### src/rtl/mul_by_add_pkg.sv
// Shared definitions for the shift-free multiplier that rebuilds N = Q*P + R by repeated addition.
package mul_by_add_pkg;
   localparam int W_DEFAULT = 8;

   typedef enum logic [2:0] {
      S_IDLE,
      S_LOADQ,
      S_LOADP,
      S_LOADR,
      S_ADD,
      S_ADDR,
      S_DONE
   } state_t;
endpackage

### src/rtl/mul_by_add_ctrl.sv
// Controller for mul_by_add: state register with registered strobe, Busy and Done flags.
// Start is only honoured from IDLE or DONE; the add strobe is qualified by the datapath's Q==0 flag.
module mul_by_add_ctrl
   import mul_by_add_pkg::*;
(
   input  logic i_clk,
   input  logic i_rst_n,
   input  logic i_start,
   input  logic i_qz,
   output logic o_clr,
   output logic o_load_q,
   output logic o_load_p,
   output logic o_load_r,
   output logic o_add,
   output logic o_add_r,
   output logic o_busy,
   output logic o_done
);

   state_t r_state;
   logic   r_load_q;
   logic   r_load_p;
   logic   r_load_r;
   logic   r_add_st;
   logic   r_addr_st;
   logic   r_busy;
   logic   r_done;

   assign o_clr    = ((r_state == S_IDLE) || (r_state == S_DONE)) && i_start;
   assign o_load_q = r_load_q;
   assign o_load_p = r_load_p;
   assign o_load_r = r_load_r;
   assign o_add    = r_add_st & ~i_qz;
   assign o_add_r  = r_addr_st;
   assign o_busy   = r_busy;
   assign o_done   = r_done;

   // Each flag is written together with the state it decodes, so outputs track r_state exactly.
   always_ff @(posedge i_clk or negedge i_rst_n) begin
      if (!i_rst_n) begin
         r_state   <= S_IDLE;
         r_load_q  <= 1'b0;
         r_load_p  <= 1'b0;
         r_load_r  <= 1'b0;
         r_add_st  <= 1'b0;
         r_addr_st <= 1'b0;
         r_busy    <= 1'b0;
         r_done    <= 1'b0;
      end else begin
         case (r_state)
            S_IDLE, S_DONE: begin
               if (i_start) begin
                  r_state  <= S_LOADQ;
                  r_load_q <= 1'b1;
                  r_busy   <= 1'b1;
                  r_done   <= 1'b0;
               end
            end
            S_LOADQ: begin
               r_state  <= S_LOADP;
               r_load_q <= 1'b0;
               r_load_p <= 1'b1;
            end
            S_LOADP: begin
               r_state  <= S_LOADR;
               r_load_p <= 1'b0;
               r_load_r <= 1'b1;
            end
            S_LOADR: begin
               r_state  <= S_ADD;
               r_load_r <= 1'b0;
               r_add_st <= 1'b1;
            end
            S_ADD: begin
               if (i_qz) begin
                  r_state   <= S_ADDR;
                  r_add_st  <= 1'b0;
                  r_addr_st <= 1'b1;
               end
            end
            S_ADDR: begin
               r_state   <= S_DONE;
               r_addr_st <= 1'b0;
               r_busy    <= 1'b0;
               r_done    <= 1'b1;
            end
            default: begin
               r_state   <= S_IDLE;
               r_load_q  <= 1'b0;
               r_load_p  <= 1'b0;
               r_load_r  <= 1'b0;
               r_add_st  <= 1'b0;
               r_addr_st <= 1'b0;
               r_busy    <= 1'b0;
               r_done    <= 1'b0;
            end
         endcase
      end
   end

endmodule

### src/rtl/mul_by_add.sv
// Rebuilds a dividend N = Q*P + R by adding P to an accumulator Q times, then adding R.
// Latency: Done rises Q+5 cycles after the accepting Start edge; Result holds until the next Start.
module mul_by_add
   import mul_by_add_pkg::*;
#(
   parameter int W = W_DEFAULT
) (
   input  logic           i_clk,
   input  logic           i_rst_n,
   input  logic           i_start,
   input  logic [W-1:0]   i_data_in,
   output logic           o_load_q,
   output logic           o_load_p,
   output logic           o_load_r,
   output logic           o_busy,
   output logic           o_done,
   output logic [2*W-1:0] o_result
);

   logic [W-1:0]   r_q;
   logic [W-1:0]   r_p;
   logic [W-1:0]   r_r;
   logic [2*W-1:0] r_acc;

   logic w_qz;
   logic w_clr;
   logic w_load_q;
   logic w_load_p;
   logic w_load_r;
   logic w_add;
   logic w_add_r;

   assign w_qz     = (r_q == '0);
   assign o_load_q = w_load_q;
   assign o_load_p = w_load_p;
   assign o_load_r = w_load_r;
   assign o_result = r_acc;

   mul_by_add_ctrl u_ctrl (
      .i_clk    (i_clk),
      .i_rst_n  (i_rst_n),
      .i_start  (i_start),
      .i_qz     (w_qz),
      .o_clr    (w_clr),
      .o_load_q (w_load_q),
      .o_load_p (w_load_p),
      .o_load_r (w_load_r),
      .o_add    (w_add),
      .o_add_r  (w_add_r),
      .o_busy   (o_busy),
      .o_done   (o_done)
   );

   // The accumulator is twice the operand width, so zero-extended sums never wrap.
   always_ff @(posedge i_clk or negedge i_rst_n) begin
      if (!i_rst_n) begin
         r_q   <= '0;
         r_p   <= '0;
         r_r   <= '0;
         r_acc <= '0;
      end else begin
         if (w_load_q) begin
            r_q <= i_data_in;
         end else if (w_add) begin
            r_q <= r_q - W'(1);
         end
         if (w_load_p) begin
            r_p <= i_data_in;
         end
         if (w_load_r) begin
            r_r <= i_data_in;
         end
         if (w_clr) begin
            r_acc <= '0;
         end else if (w_add) begin
            r_acc <= r_acc + {{W{1'b0}}, r_p};
         end else if (w_add_r) begin
            r_acc <= r_acc + {{W{1'b0}}, r_r};
         end
      end
   end

endmodule

### config.mk
export PLATFORM = sky130hd
export DESIGN_NAME = mul_by_add
export DESIGN_NICKNAME = d
export VERILOG_FILES = /design/src/rtl/mul_by_add_pkg.sv /design/src/rtl/mul_by_add_ctrl.sv /design/src/rtl/mul_by_add.sv
export SDC_FILE = /design/constraint.sdc
export NUM_CORES = 1
export LEC_CHECK = 0
export BUFFER_PORTS_ARGS = -buffer_cell sky130_fd_sc_hd__buf_2
export CORE_ASPECT_RATIO = 1.2
export CORE_UTILIZATION = 30
export CTS_CLUSTER_DIAMETER = 80
export DETAILED_ROUTE_END_ITERATION = 6
export PLACE_DENSITY = 0.53
export SLEW_MARGIN = 5
export SYNTH_ARGS = -nofsm -noshare
export SYNTH_HDL_FRONTEND = slang
export SYNTH_SLANG_ARGS = --single-unit
### constraint.sdc
create_clock -name i_clk -period 5.7 [get_ports i_clk]
set_input_delay 0.855 -clock i_clk [delete_from_list [all_inputs] [get_ports i_clk]]
set_output_delay 0.855 -clock i_clk [all_outputs]
set_load 0.03 [all_outputs]
Word level (Yosys, flattened, before mapping)
Index checks and enable logic that the tools add are counted.
{ "word_totals": {"register_bits": 50, "latch_bits": 0, "ramBits": 0, "rom_bits": 0, "in_bits": 11, "output_inout_bits": 21, "word_cells": 66, "n_memories": 0} }
{ "classes": {"add_sub_neg": 3, "multipliers": 0, "div_mod_pow": 0, "magnitude_cmp": 0, "n_eq_ne": 8, "n_shift": 0, "mux": 19, "n_bitwise": 6, "n_reduce_logical": 18} }
{ "ops": {"columns": ["operator", "n"], "rows": [
  ["$mux W16", 3],
  ["$add A16 B8 Y16", 2],
  ["$reduce_or A5 Y1", 4],
  ["$pmux W3 S6", 1],
  ["$mux W8", 2],
  ["$pmux W1 S2", 5],
  ["$reduce_and A2 Y1", 5],
  ["$eq A3 B3 Y1 const B", 3],
  ["$logic_not A8 Y1", 1],
  ["$reduce_or A4 Y1", 2],
  ["$sub A8 B1 Y8 const B", 1],
  ["$eq A3 B2 Y1 const B", 2],
  ["$mux W3", 2],
  ["$pmux W1 S3", 2],
  ["$not A1 Y1", 5],
  ["$mux W1", 4],
  ["$eq A3 B1 Y1 const B", 1],
  ["$logic_not A3 Y1", 1],
  ["$reduce_bool A3 Y1", 1],
  ["$ne A2 B1 Y1 const B", 1],
  ["$ne A2 B2 Y1 const B", 1],
  ["$reduce_bool A2 Y1", 1],
  ["$reduce_or A2 Y1", 1],
  ["$and A1 B1 Y1", 1],
  ["2 further kinds", 2]
]} }

Depth between registers and ports, before layout
Gate-level depths: netlist of the first run.
{ "logic_depth": {"word_depth": 5, "mapped_depth": 16, "mapped_depth_nobuf": 15} }

Modules after synthesis
Synthesis of the first run repeated with hierarchy kept, for this count alone.
{ "hier_totals": {"hier_cells": 299, "area_unflattened_um2": 3027.9} }
{ "modules_own_cells": {"columns": ["module", "n_inst", "cells_per_inst", "area_each_um2", "seq_area_each_um2"], "rows": [
  ["mul_by_add", 1, 234, 2384.8, 1001.0],
  ["mul_by_add_ctrl", 1, 65, 643.1, 250.2]
]} }

Worst setup path after synthesis of the first run
Ideal clock, no wire load.
{ "synth_path": {"path_kind": "register to register", "from": "register r_q[0]", "to": "register r_acc[12] (netlist: o_result[12])", "setup_ns": 0.132, "arrival_time_ns": 3.204, "required_time_ns": 5.568, "path_slack_ns": 2.364, "stages_incl_launch_ff": 17, "cell_sequence": "dfrtp_1 > inv_1 > ha_1 > or3b_4 > o31ai_2 > buf_2 > nand2_1 > nand2_1 > ha_1 > inv_1 > fa_1 > nand3b_1 > a21oi_1 > o41a_1 > nor3b_1 > xnor2_1 > nor2_1"} }
{ "synth_between": {"elab_chain_cells": 5} }
{ "synth_lines": {"columns": ["element", "line", "rtl"], "rows": [
  ["from (decl)", "mul_by_add.sv:20", "logic [W-1:0] r_q;"],
  ["from (signal assigned)", "mul_by_add.sv:63", "r_q <= i_data_in;"],
  ["from (signal assigned)", "mul_by_add.sv:65", "r_q <= r_q - W'(1);"],
  ["$logic_not A8 Y1 (*)", "mul_by_add.sv:33", "assign w_qz = (r_q == '0);"],
  ["$not A1 Y1 (*)", "mul_by_add_ctrl.sv:33", "assign o_add = r_add_st & ~i_qz;"],
  ["$and A1 B1 Y1 (*)", "mul_by_add_ctrl.sv:33", null],
  ["$mux W16", "mul_by_add.sv:75", "end else if (w_add) begin"],
  ["$mux W16", "mul_by_add.sv:73", "if (w_clr) begin"],
  ["to (signal assigned)", "mul_by_add.sv:76", "r_acc <= r_acc + {{W{1'b0}}, r_p};"],
  ["to (signal assigned)", "mul_by_add.sv:78", "r_acc <= r_acc + {{W{1'b0}}, r_r};"],
  ["to (decl)", "mul_by_add.sv:23", "logic [2*W-1:0] r_acc;"]
]} }
Every way passes the cells marked *; elsewhere a longest branch is shown, timed or not.
A chain may end at the register's enable or synchronous reset.

Final worst setup path of the first run
Same ends and word-level chain as after synthesis.

==> results.md, run 1 <==
* Post-layout util at 0.3498
* Fin cells at 443
* First-pass GRT wire length at 10,600 um
* H-tree depth at 2
* Ys async rst share at 1.000
* Core area at 9129 um2
* Dominant cell type by area after synthesis: dfrtp_1
* Post-synth EDFFs at 0
* Flops & latches, synth at 50
* Predominant post-synthesis flop cell: dfrtp_1
* Clk sinks at 50
* Worst Hold Path Cells at 1
* Setup WS pre-CTS at 1.767 ns
* Pwr dens at 632.4 nW/um2
* Hold Crit Class: flop to flop
* Complex-gate fraction of the synthesized area at 0.1451
* Drt initial violations at 81
* DP Area at 3098 um2
* Routed Antenna Nets at 0
* Worst Hold Path EP: u_ctrl.o_done
* Yosys cell types at 45
* Register area share after synthesis at 0.4396
* Post-synth top cells: 50 x dfrtp_1, 50 x nand2_1, 22 x nor2_1
* RePlAce Congestion at 0.7375
* Skew final at 0.006758 ns
* Syn_nets at 323
* Area Growth Syn to Fin at 12.18%
* TritonCTS clock tree: yes
* Fin nets at 349
* Combinational family with the most area after synthesis: simple AND/OR/NAND/NOR gates
* Cells after synthesis at 296
* Adder-Cell Fraction of Synth Area at 0.07297
* Avg Cell Area, Syn at 9.616 um2
* Power Total at 2.019 mW
* Cts-stage hold buffer count at 0
* Die area at 9883 um2
* Arrival time of the worst setup path at 4.14 ns
* Setup TNS at 0 ns
* CTS clock-pin slew for the worst setup and hold paths at 0.10 ns
* Clock buffer count from CTS at 5
* Die width at 90.92 um
* Resize count post-CTS at 0
* Total Routing Usage GR at 0.1355
* Mapped Area at 2846 um2
* Layout cells sized above 1 at 0.1950
* Final WS setup at 1.729 ns
* DP HPWL at 4525 um
* Slew Limit Fails at 0
* Standard-cell row count at 38
* Filler cell count at 953
* Vias in the first global route at 2,073
* DRT Wirelength at 6254 um
* Tcrit/Tclk final at 0.6966
* Critical path class: flop to flop
* VDD IR max at 0.0003476 V
* Max-capacitance violation count at 0
* Post-CTS setup repair buffer count at 0
* Initial Util at 0.3118
* Area share of the largest cell type after synthesis at 0.4396
* Actual slew at the worst max-slew pin at 1.084 ns
* Slew margin rel. at 0.2727
* Grt ovf at 0
* Simple-gate share of the synthesized area at 0.1631
* R2r startpoint: r_q[0]
* IO Port Bufs at 31
* Status: completed
* DRC Markers at 0
* # diodes at 0
* Worst EP required at 5.87 ns
* Mux cell area share after synthesis at 0.08220
* Fin crit period at 3.971 ns
* Post-synthesis xor/xnor area fraction at 0.05846
* Max Clk Rate at 251.9 MHz
* Reg2reg end: o_result[12]
* Finished Cell Area at 3193 um2
* Clock latency on the worst-skew pair at 0.30 ns
* Die Ht at 108.7 um
* Reg2Reg Setup Slack at 1.73 ns
* Via count at 2,143
* Pin count of the biggest net entering global routing at 51
* Worst reg-to-reg path cell count at 15
* Setup crit start kind: flop
* WHS at 0.4979 ns
* Wire per inst at 14.12 um
* Hold path start: u_ctrl.o_done
* Max clock buf depth at 2
* Placed Cells at 435
* LEAKAGE at 1.473 nW
* Vias per cell at 4.837
* Root buffer cell: clkbuf_8
* Total I/O pin count at 32
* RSZ-0062 raised after global routing: no
* Initial antenna violation count at 0
* CP endpoint kind: flop
* Final setup vio count at 0
* Ranking of synthesized cells by area: dfrtp_1 44%, mux2_2 7.5%, ha_1 6.6%
* Drt pass-1 iters at 4
* Syn. warnings at 0
* Max Fanout on Critical Path at 15
* Final hold violation count at 0
critical path: stages (launching register included):
cell	delay, ns
dfrtp_1	0.41
inv_1	0.06
ha_1	0.16
or3b_4	0.41
o31ai_2	0.91
nand2_1	0.12
nand2_1	0.10
ha_1	0.15
inv_1	0.06
fa_1	0.38
nand3b_1	0.19
a21oi_1	0.18
o41a_1	0.24
nor3b_1	0.24
xnor2_1	0.14
nor2_1	0.06
layer usage:
metal	global-route usage	part of all wire
met5	0	0
met4	0.03061	0.0070
met3	0.02859	0.025
met2	0.2251	0.49
met1	0.1821	0.48
cells in the final DEF (no fill, tap or decap), types with 10 or more instances in the layout:
cell     count
a21oi_1     17
buf_2       31
dfrtp_1     50
ha_1        15
inv_1       13
mux2_2      19
nand2_1     50
nor2_1      22
o21ai_0     11
o31ai_1     10
xor2_1      11
state kept, by name (all words and copies together) (netlist names):
signal / count
r_p: 8
u_ctrl.r_add_st: 1
u_ctrl.o_load_p: 1
u_ctrl.o_load_q: 1
u_ctrl.r_state: 3
o_result: 16
u_ctrl.o_busy: 1
r_q: 8
u_ctrl.o_done: 1
u_ctrl.o_load_r: 1
u_ctrl.o_add_r: 1
r_r: 8
logic make-up after synthesis:
kind of cell    count (synthesis)
simple gates                  101
buf+inv                        26
mux                            21
fa+ha+maj                      16
compound gates                 63
xor+xnor                       19
flops                          50
worst max path at each step:
stage / startpoint / to / slack, ns / cells after the start
after global placement: r_q[0] / o_result[12] / 1.89 / 15
after global routing: r_q[0] / o_result[12] / 1.43 / 15
after CTS: r_q[0] / o_result[12] / 1.73 / 15
after detailed placement: r_q[0] / o_result[12] / 1.77 / 15
after floorplan: r_q[0] / o_result[12] / 2.36 / 16
final: r_q[0] / o_result[12] / 1.73 / 15
final cells by class:
class | count | area, um2 | share of cell area
clock inverter | 2 | 12.51 | 0.003918
multi-input combinational | 220 | 1485 | 0.4651
sequential | 50 | 1251 | 0.3918
timing repair buffer | 32 | 162.7 | 0.05094
inverter | 13 | 48.80 | 0.01528
clock buffer | 6 | 82.58 | 0.02586
tap | 120 | 150.1 | 0.04702
power by group:
group / switching, mW / total, mW / internal (mW)
clock network: 0.124 / 0.222 / 0.0979
registers: 0.165 / 0.672 / 0.507
logic: 0.643 / 1.12 / 0.482
Note: power is estimated with default switching activity, not from simulation.
==> run 2, diff against run 1 <==
Settings changed: ABC_AREA set to 1.
Clock period 5.7 ns to 3.9 ns, I/O delays scaled along.
==> run 2 against run 1 <==
  * Non-clock buffer count up 1
  * Critical path depth up 1
  * Clock-buffer cell count up 1
  * Critical path type unchanged
  * Largest cell class unchanged
==> results.md, run 2 <==
* Final hold violation count at 0
* DRT Wirelength at 7077 um
* Drt pass-1 iters at 4
* Max-capacitance violation count at 0
* Standard-cell row count at 39
* Clock buffer count from CTS at 5
* Core area at 9662 um2
* Yosys cell types at 34
* Max Fanout on Critical Path at 17
* Layout cells sized above 1 at 0.1284
* Cells after synthesis at 402
* Filler cell count at 1,030
* Actual slew at the worst max-slew pin at 0.6571 ns
* Arrival time of the worst setup path at 3.17 ns
* Routed Antenna Nets at 0
* IO Port Bufs at 31
* Total I/O pin count at 32
* Setup TNS at 0 ns
* TritonCTS clock tree: yes
* Worst EP required at 4.09 ns
* Max clock buf depth at 2
* Final setup vio count at 0
* Slew Limit Fails at 0
* Register area at 1251 um2
* VDD IR max at 0.0003200 V
* Cell Chain, Critical Path: inv_1 > ha_1 > nand2_1 > o21ai_4 > inv_1 > o21ai_1 > inv_1 > fa_1 > inv_1 > nand3_1 > nand3_1 > nand3_1 > nand2_1 > nand3_1 > nand2_1 > nor2_1
* Pwr dens at 958.6 nW/um2
* Commonest cells after routing, fill and taps aside: 129 x nand2_1, 52 x inv_1, 50 x dfrtp_1, 37 x o21ai_0, 36 x nand3_1
* Register area share after synthesis at 0.4124
* Placed Cells at 551
* First-pass GRT wire length at 12,290 um
* Post-synth top cells: 129 x nand2_1, 52 x inv_1, 50 x dfrtp_1
* DRC Markers at 0
* Post-synth EDFFs at 0
* Fin cells at 559
* Drt initial violations at 128
* Area Growth Syn to Fin at 14.60%
* Largest register FFs at 16
* Syn_nets at 429
* Dominant cell type by area after synthesis: dfrtp_1
* DP HPWL at 5391 um
* Grt ovf at 0
* Initial Util at 0.3140
* CP endpoint kind: flop
* Slowest stage delay, CP at 0.43 ns
* Cts-stage hold buffer count at 0
* Pin count of the biggest net entering global routing at 28
* H-tree depth at 2
* Tcrit/Tclk final at 0.7642
* Status: completed
* Reg2Reg Setup Slack at 0.92 ns
* Worst path slowest cell: fa_1
* Skew final at 0.01080 ns
* Multi-input logic area at 1539 um2
* Clk sinks at 50
* Predominant post-synthesis flop cell: dfrtp_1
* Critical path class: flop to flop
* CTS clock-pin slew for the worst setup and hold paths at 0.07 ns
* Ys async rst share at 1.000
* Most common cell after layout, fill and taps aside: nand2_1
* Resize count post-CTS at 0
* Slew margin rel. at 0.5619
* Die Ht at 112.2 um
* RePlAce Congestion at 0.8640
* Die area at 10,520 um2
* Root buffer cell: clkbuf_16
* Fin nets at 462
* Mapped Area at 3034 um2
* Ranking of synthesized cells by area: dfrtp_1 41%, nand2_1 16%, inv_1 6.4%
* Via count at 2,626
* Max Clk Rate at 335.5 MHz
* Initial antenna violation count at 0
* Vias per cell at 4.698
* Fin crit period at 2.980 ns
* Total Routing Usage GR at 0.1481
* Syn. warnings at 0
* Vias in the first global route at 2,694
* Area share of the largest cell type after synthesis at 0.4124
* Die width at 93.81 um
* Hold Crit Class: input port to async pin
* # diodes at 0
* RSZ-0062 raised after global routing: no
* Clock latency on the worst-skew pair at 0.29 ns
* Avg Cell Area, Syn at 7.548 um2
* LEAKAGE at 1.823 nW
* Wire per inst at 12.66 um
* Most common cell in the netlist: nand2_1
* Post-CTS setup repair buffer count at 0
* Setup crit start kind: flop
* Flops & latches, synth at 50
[run 2: cell count changes after synthesis, sizes merged, moves of 5 or more]
cell    before  now
nand3        4   36
xor2        11    4
or3          5    0
inv         13   52
mux2        19    0
o31ai       11    0
nand2       50  131
o21ai       13   40
o211ai       0    7
[run 2: cell families after synthesis]
family,after synthesis,share of synthesized area
simple gates,202,0.2784
compound gates,66,0.1373
buf+inv,60,0.08041
flops,50,0.4124
fa+ha+maj,16,0.06845
xor+xnor,8,0.02309
[run 2: path summary, 6_finish.rpt]
check,from,cells after the start,end
worst min-delay path,i_rst_n,1,o_result[3]
max in group asynchronous,i_rst_n,2,r_r[6]
worst max-delay path,r_q[1],16,o_result[12]
worst min register to register,r_r[0],2,r_r[0]
worst max register to register,r_q[1],16,o_result[12]
min in group i_clk,r_r[0],2,r_r[0]
[run 2: report_power, final]
part | leakage, nW | switching, mW | internal, mW
logic | 1.12 | 1.22 | 0.656
clock network | 0.0781 | 0.193 | 0.304
registers | 0.630 | 0.202 | 0.755
[run 2: worst max-delay path, delay by kind of cell (launching register included)]
kind            cells  cell delay (ns)
compound gates      2             0.61
fa+ha+maj           2             0.65
buf+inv             4             0.43
flops               1             0.37
simple gates        8             0.80
[run 2: per-stage QoR]
step | cell area [um2] | setup WS, ns | util | hold slack (ns) | power [mW]
after floorplan | 3034 | 1.253 | - | 0.2894 | 2.413
after global placement | 3314 | 0.9945 | 0.3430 | 0.4559 | 2.851
after detailed placement | 3314 | 0.9074 | 0.3430 | 0.4613 | 2.859
after CTS | 3477 | 0.9143 | 0.3599 | 0.3517 | 3.367
after global routing | 3477 | 0.5849 | 0.3599 | 0.3812 | 3.677
final | 3477 | 0.9196 | 0.3599 | 0.3241 | 3.333
[run 2: area by class of cell]
cell class | count | share of cell area
Clock inverter | 1 | 0.008636
Timing Repair Buffer | 33 | 0.04894
Clock buffer | 7 | 0.03814
Multi-Input combinational cell | 292 | 0.4426
Tap cell | 123 | 0.04426
Inverter | 53 | 0.05757
Sequential cell | 50 | 0.3598
[run 2: layer usage]
metal  up-vias  part of all wire  track usage
met5         -                 0            0
met3        15             0.038      0.02642
met4         0             0.028      0.06154
met1      1199              0.47       0.1934
met2        58              0.46       0.2394
li1       1354                 -            -
